===== src/rtl/spi_pkg.sv =====
// Shared constants and types for the SPI command sequencer.
// Opcodes, FSM state encoding and one-hot command bundle.
package spi_pkg;

    localparam int RX_WORD_W = 10;
    localparam int PAYLOAD_W = 8;

    localparam logic [1:0] OP_WR_ADDR = 2'b00;
    localparam logic [1:0] OP_WR_DATA = 2'b01;
    localparam logic [1:0] OP_RD_ADDR = 2'b10;
    localparam logic [1:0] OP_RD_DATA = 2'b11;

    typedef enum logic [2:0] {
        ST_IDLE    = 3'd0,
        ST_WR_REQ  = 3'd1,
        ST_RD_REQ  = 3'd2,
        ST_RD_WAIT = 3'd3,
        ST_TX      = 3'd4
    } state_t;

    typedef struct packed {
        logic wr_addr;
        logic wr_data;
        logic rd_addr;
        logic rd_data;
    } cmd_t;

endpackage


===== src/rtl/spi_cmd_decode.sv =====
// Rising-edge detect on rx_valid and opcode/payload split.
// Ports: clk, rst_n, rx_data, rx_valid in; cmd (one-hot pulses), cmd_evt, payload out.
module spi_cmd_decode
    import spi_pkg::*;
(
    input  logic                 clk,
    input  logic                 rst_n,
    input  logic [RX_WORD_W-1:0] rx_data,
    input  logic                 rx_valid,
    output cmd_t                 cmd,
    output logic                 cmd_evt,
    output logic [PAYLOAD_W-1:0] payload
);

    logic rx_valid_q;

    always_ff @(posedge clk or negedge rst_n) begin
        if (!rst_n) begin
            rx_valid_q <= 1'b0;
        end else begin
            rx_valid_q <= rx_valid;
        end
    end

    // A level held high is a single event.
    assign cmd_evt = rx_valid & ~rx_valid_q;
    assign payload = rx_data[PAYLOAD_W-1:0];

    always_comb begin
        cmd = '0;
        if (cmd_evt) begin
            unique case (rx_data[RX_WORD_W-1:PAYLOAD_W])
                OP_WR_ADDR: cmd.wr_addr = 1'b1;
                OP_WR_DATA: cmd.wr_data = 1'b1;
                OP_RD_ADDR: cmd.rd_addr = 1'b1;
                OP_RD_DATA: cmd.rd_data = 1'b1;
            endcase
        end
    end

endmodule


===== src/rtl/spi_mem_ctrl.sv =====
// Command sequencer between SPI slave rx/tx and a request/ready memory port.
// Ports: rx_data/rx_valid/ss_n from slave; tx_data/tx_valid to slave; mem_* port; busy, cmd_drop.
module spi_mem_ctrl
    import spi_pkg::*;
#(
    parameter int ADDR_WIDTH = 8,
    parameter int DATA_WIDTH = 8,
    parameter int AUTO_INC   = 0
) (
    input  logic                  clk,
    input  logic                  rst_n,
    input  logic [RX_WORD_W-1:0]  rx_data,
    input  logic                  rx_valid,
    input  logic                  ss_n,
    output logic [DATA_WIDTH-1:0] tx_data,
    output logic                  tx_valid,
    output logic                  mem_en,
    output logic                  mem_we,
    output logic [ADDR_WIDTH-1:0] mem_addr,
    output logic [DATA_WIDTH-1:0] mem_wdata,
    input  logic                  mem_ready,
    input  logic [DATA_WIDTH-1:0] mem_rdata,
    input  logic                  mem_rvalid,
    output logic                  busy,
    output logic                  cmd_drop
);

    cmd_t                  cmd;
    logic                  cmd_evt;
    logic [PAYLOAD_W-1:0]  payload;

    state_t                state;
    state_t                state_nxt;
    logic [ADDR_WIDTH-1:0] wr_addr;
    logic [ADDR_WIDTH-1:0] rd_addr;
    logic [DATA_WIDTH-1:0] wdata_q;
    logic                  wr_done;
    logic                  rd_done;
    logic                  idle;

    spi_cmd_decode u_dec (
        .clk      (clk),
        .rst_n    (rst_n),
        .rx_data  (rx_data),
        .rx_valid (rx_valid),
        .cmd      (cmd),
        .cmd_evt  (cmd_evt),
        .payload  (payload)
    );

    assign idle = (state == ST_IDLE);

    always_comb begin
        state_nxt = state;
        wr_done   = 1'b0;
        rd_done   = 1'b0;
        mem_en    = 1'b0;
        mem_we    = 1'b0;
        mem_addr  = '0;
        tx_valid  = 1'b0;
        busy      = 1'b1;
        case (state)
            ST_IDLE: begin
                busy = 1'b0;
                if (cmd.wr_data) begin
                    state_nxt = ST_WR_REQ;
                end else if (cmd.rd_data) begin
                    state_nxt = ST_RD_REQ;
                end
            end
            ST_WR_REQ: begin
                mem_en   = 1'b1;
                mem_we   = 1'b1;
                mem_addr = wr_addr;
                if (mem_ready) begin
                    state_nxt = ST_IDLE;
                    wr_done   = 1'b1;
                end
            end
            ST_RD_REQ: begin
                mem_en   = 1'b1;
                mem_addr = rd_addr;
                if (mem_ready) begin
                    state_nxt = ST_RD_WAIT;
                end
            end
            ST_RD_WAIT: begin
                // Keep waiting even if the master already dropped ss_n.
                if (mem_rvalid) begin
                    state_nxt = ST_TX;
                end
            end
            ST_TX: begin
                tx_valid = 1'b1;
                if (ss_n) begin
                    state_nxt = ST_IDLE;
                    rd_done   = 1'b1;
                end
            end
            default: begin
                state_nxt = ST_IDLE;
            end
        endcase
    end

    assign mem_wdata = wdata_q;

    always_ff @(posedge clk or negedge rst_n) begin
        if (!rst_n) begin
            state    <= ST_IDLE;
            wr_addr  <= '0;
            rd_addr  <= '0;
            wdata_q  <= '0;
            tx_data  <= '0;
            cmd_drop <= 1'b0;
        end else begin
            state    <= state_nxt;
            cmd_drop <= cmd_evt & ~idle;

            if (idle && cmd.wr_addr) begin
                wr_addr <= payload[ADDR_WIDTH-1:0];
            end else if (wr_done && AUTO_INC != 0) begin
                wr_addr <= wr_addr + 1'b1;
            end

            if (idle && cmd.rd_addr) begin
                rd_addr <= payload[ADDR_WIDTH-1:0];
            end else if (rd_done && AUTO_INC != 0) begin
                rd_addr <= rd_addr + 1'b1;
            end

            if (idle && cmd.wr_data) begin
                wdata_q <= payload;
            end

            if (state == ST_RD_WAIT && mem_rvalid) begin
                tx_data <= mem_rdata;
            end
        end
    end

endmodule


===== config.mk =====
export PLATFORM = sky130hd
export DESIGN_NAME = spi_mem_ctrl
export DESIGN_NICKNAME = d
export VERILOG_FILES = /design/src/rtl/spi_pkg.sv /design/src/rtl/spi_cmd_decode.sv /design/src/rtl/spi_mem_ctrl.sv
export SDC_FILE = /design/constraint.sdc
export NUM_CORES = 1
export LEC_CHECK = 0
export CORE_ASPECT_RATIO = 1.75
export CORE_MARGIN = 10
export CORE_UTILIZATION = 41
export CTS_CLUSTER_DIAMETER = 80
export DETAILED_ROUTE_END_ITERATION = 8
export PLACE_DENSITY = 0.87
export SLEW_MARGIN = 20
export SYNTH_ARGS = -nofsm -noshare
export SYNTH_HDL_FRONTEND = slang
export SYNTH_SLANG_ARGS = --single-unit

===== constraint.sdc =====
create_clock -name clk -period 1.68 [get_ports clk]
set_input_delay 0.336 -clock clk [delete_from_list [all_inputs] [get_ports clk]]
set_output_delay 0.336 -clock clk [all_outputs]
set_load 0.05 [all_outputs]

# Word level (Yosys, flattened, before mapping)
# Cells that the tools add are included.
# word_totals
input_bits	24
ff_bits	37
out_inout_bits	29
wordCells	48
# op_classes
muxes	17
bitwise_logic	4
reduce_logical	8
n_eq_ne	12
# op_table
operator	count
2-to-1 mux 3 bit	6
one-hot mux 8 bit (2 select lines)	1
one-hot mux 3 bit (5 select lines)	1
2-to-1 mux 1 bit	8
inequality test 2 bit (second input constant)	4
equality test 3 x 2 -> 1 bit (second input constant)	2
AND reduction 5 bit	1
equality test 2 bit (second input constant)	2
logical AND 1 bit	4
2-to-1 mux 4 bit	1
equality test 3 x 1 -> 1 bit (second input constant)	1
equality test 3 bit (second input constant)	1
zero test 3 bit	1
inequality test 3 bit (second input constant)	1
AND 1 bit	2
equality test 2 x 1 -> 1 bit (second input constant)	1
zero test 2 bit	1
inverter 1 bit	2
OR reduction 2 bit	1

# Depth between registers and ports, before layout
# depth
word_depth	6
ltp_mapped	6
mapped_depth_nobuf	4

# Hierarchy
# A second synthesis with hierarchy kept.
# unflattened
hier_cells	130
area_unflattened_um2	1849.3
# modules_own_cells
module	cells_per_inst	seq_area_each_um2	n_inst	area_per_inst_um2
spi_mem_ctrl	116	900.9	1	1712.9
spi_cmd_decode	14	25.0	1	136.4

# Least setup slack after synthesis
# OpenSTA, ideal clock, no wires.
# synth_path
path_type	flip-flop to output port
from	register state[0]
to	output port mem_we
n_path_buf	1
path_stages_with_launch	3
t_arrival_ns	1.806
setup_slack_ns	-0.462
path_cell_list	dfrtp_1 -> clkbuf_1 -> nor3b_1
# synth_via
elab_chain_cells	2
# synth_rtl
item	line_no	rtl
start, declared	spi_mem_ctrl.sv:32	state_t state;
start signal, assigned	spi_mem_ctrl.sv:117	state <= state_nxt;
equality test 3 x 1 -> 1 bit	spi_mem_ctrl.sv:62	case (state)
2-to-1 mux 1 bit	spi_mem_ctrl.sv:62	
end, declared	spi_mem_ctrl.sv:18	output logic mem_we,
# No other way between the ends.

# Worst setup path after layout
# layout_path
from	register state[0]
to	register wr_addr[6]
# layout_via
elab_chain_cells	2
# layout_rtl
item	line_no	rtl
zero test 3 bit	spi_mem_ctrl.sv:51	assign idle = (state == ST_IDLE);
logical AND 1 bit	spi_mem_ctrl.sv:120	if (idle && cmd.wr_addr) begin
end signal, assigned	spi_mem_ctrl.sv:121	wr_addr <= payload[ADDR_WIDTH-1:0];
end signal, assigned	spi_mem_ctrl.sv:123	wr_addr <= wr_addr + 1'b1;
end, declared	spi_mem_ctrl.sv:34	logic [ADDR_WIDTH-1:0] wr_addr;
# No other way between the ends.
# A chain may end at the register's enable or synchronous reset.

==> summary.txt <==
WP data arrival -> 2.05 ns
fin crit period -> 1.87 ns
final worst path period share -> 1.11
sequential share of the synthesized area -> 0.569
vias in the first global route -> 1558
count of different cell masters after synthesis -> 22
starting density of the core -> 0.421
Placed Cells -> 229
root buffer selected by CTS -> clkbuf_8
number of remaining DRC errors -> 0
Post-DP Area -> 2470 um^2
drt pass-1 iters -> 4
setup_tns -> -3.35 ns
Final Worst Setup Slack -> -0.192 ns
First DRT Iteration DRCs -> 20
Clock Path Buffers -> 2
worst path required time -> 1.86 ns
Core Region -> 3870 um^2
share of cells above drive strength 1 -> 0.628
DP Worst Slack -> -0.301 ns
first-pass GRT wire length -> 8000 um
RSZ-0062 raised after global routing -> true
sink count of the clock tree -> 37
largest net degree at the start of global routing -> 38
Final Util -> 0.740
Max Cap Violations -> 0
GRT Overall Usage -> 0.156
post-synthesis register bit count -> 37
Setup crit end kind -> flip-flop
io pins -> 53
FF-to-FF End -> wr_addr[6]
row cnt -> 30
final-report max-slew violation count -> 0
worst hold slack -> 0.0784 ns
clk slew on worst S/H paths -> 0.08 ns
LEAKAGE -> 1.33 nW
reg-to-reg startpoint -> state[0]
Avg Vias per Cell -> 5.17
synthesized area -> 1630 um^2
Synth area leader -> dfrtp_1
die span in x -> 67.6 um
die height -> 103 um
# hold bufs at CTS -> 0
Final Non-Filler Cells -> 247
power density over the cells -> 2350 nW/um^2
routed len/inst -> 22.5 um
latest clock arrival within the worst-skew pair -> 0.29 ns
CTS tree -> done
Tightest Pin Transition -> 0.466 ns
Post-Syn Nets -> 143
Final ANT Viol Nets -> 0
grt ovf -> 0
R2R setup slack -> -0.19 ns
startpoint types -> flip-flop
maximum VDD drop -> 1.60 mV
PortBufs -> 52
final setup fails -> 28
post-synthesis instance total -> 119
failing checks -> setup timing
total power -> 6.73 mW
fmax -> 534 MHz
Worst Skew -> 0.00293 ns
Rel. slew slack -> 0.689
Final Wtd Congestion -> 0.767
area grow syn2layout -> 75.8%
worst hold path class -> in -> async
crit path kind -> reg -> reg
Synth Area per Inst -> 13.7 um^2
crit path max fanout -> 8
Synth area leaders -> dfrtp_1 (57%), mux2_2 (17%), mux2_4 (7.4%)
H-tree depth -> 2
die area -> 6990 um^2
synth warn -> 0
final wirelength -> 5550 um
final net count -> 222
finished layout cell area -> 2860 um^2
# diodes -> 0
status -> finished with violations
R2R depth -> 5
initial antenna violation count -> 0
cts bufs inserted -> 5
hpwl dp -> 3490 um
via count -> 1277
Fin. Hold Viols -> 0
Yosys top cell area share -> 0.569
[flip-flops by register name, summed over array words and instances (netlist names)]
signal,flops
cmd_drop,1
mem_wdata,8
rd_addr,8
state,3
tx_data,8
u_dec.rx_valid_q,1
wr_addr,8
[per-layer routing]
metal / wire, um / vias up / global-route usage / share of wire
li1: - / 582 / - / -
met1: 1910 / 640 / 0.140 / 0.34
met2: 3100 / 46 / 0.279 / 0.56
met3: 449 / 9 / 0.0798 / 0.081
met4: 86 / 0 / 0.0698 / 0.015
met5: 0 / - / 0 / 0
[Yosys cell counts]
library cell  number
nor3_4             1
nand4b_1           1
or4_1              2
mux2_4             8
mux2_2            24
nor4_4             1
clkbuf_1           4
nor2_1            10
inv_2              1
nor2b_1            2
a221oi_1           1
nand2_1            4
a22oi_1            8
nand2b_1           2
a21oi_1            2
inv_1              4
o21ba_2            1
o21ai_0            2
buf_6              2
nor4bb_1           1
dfrtp_1           37
nor3b_1            1
[power breakdown]
group	total [mW]	switching (mW)	internal [mW]
sequential	1.65	0.344	1.31
clock	0.808	0.324	0.484
combinational	4.27	2.27	2.00
total	6.73	2.94	3.79
[cell usage in the layout, fill, tap and decap left out, types with 2 or more instances in the layout]
| cell type | count |
|---|---|
| dfrtp_1 | 36 |
| buf_4 | 28 |
| mux2_4 | 24 |
| clkdlybuf4s50_1 | 22 |
| buf_12 | 14 |
| buf_6 | 13 |
| nor2_4 | 9 |
| a22oi_2 | 8 |
| mux2_2 | 8 |
| clkbuf_8 | 6 |
| inv_1 | 3 |
| nor2b_4 | 2 |
| nand2b_1 | 2 |
| nand2_1 | 2 |
| a21oi_1 | 2 |
| o21ai_0 | 2 |
[worst max path at each step]
stage	startpoint	end	slack, ns	cells after the start
after floorplan	state[2]	wr_addr[0]	-0.17	5
after global placement	rx_valid	mem_wdata[1]	-0.22	5
after detailed placement	state[0]	mem_addr[0]	-0.30	4
after CTS	state[0]	mem_addr[6]	-0.15	6
after global routing	state[0]	mem_addr[7]	-0.26	6
final	state[0]	wr_addr[6]	-0.19	5
[logic make-up (layout without fill, tap and decap cells)]
| family | count (synthesis) | count (layout) | share of synthesized area |
|---|---|---|---|
| DFF | 37 | 37 | 0.569 |
| muxes | 32 | 32 | 0.240 |
| and+or+nand+nor | 25 | 25 | 0.0961 |
| AOI/OAI and AO/OA | 14 | 14 | 0.0607 |
| buffers and inverters | 11 | 91 | 0.0346 |
[cell type report]
class	instances	area (um^2)
clock inverter	1	30.0
timing repair buffer	78	862
inverter	5	21.3
fill	215	1000
tap	48	60.1
sequential	37	927
multi-input combinational	71	875
clock buffer	7	86.3
[repair_timing]
| item | 4_1_cts | 5_1_grt |
|---|---|---|
| gates cloned | 1 | 1 |
| buffers inserted | 7 | 3 |
| endpoints found under the setup margin | 27 | 45 |
| gates resized for setup | 22 | 29 |
| pin swaps | 13 | 7 |
[critical path: stages (launching register included)]
cell and delay [ns]:
dfrtp_1 0.42, buf_6 0.14, nor3_4 0.19, inv_4 0.06, or4_4 0.61, mux2_4 0.34
Power figures use the tool's default switching activity.
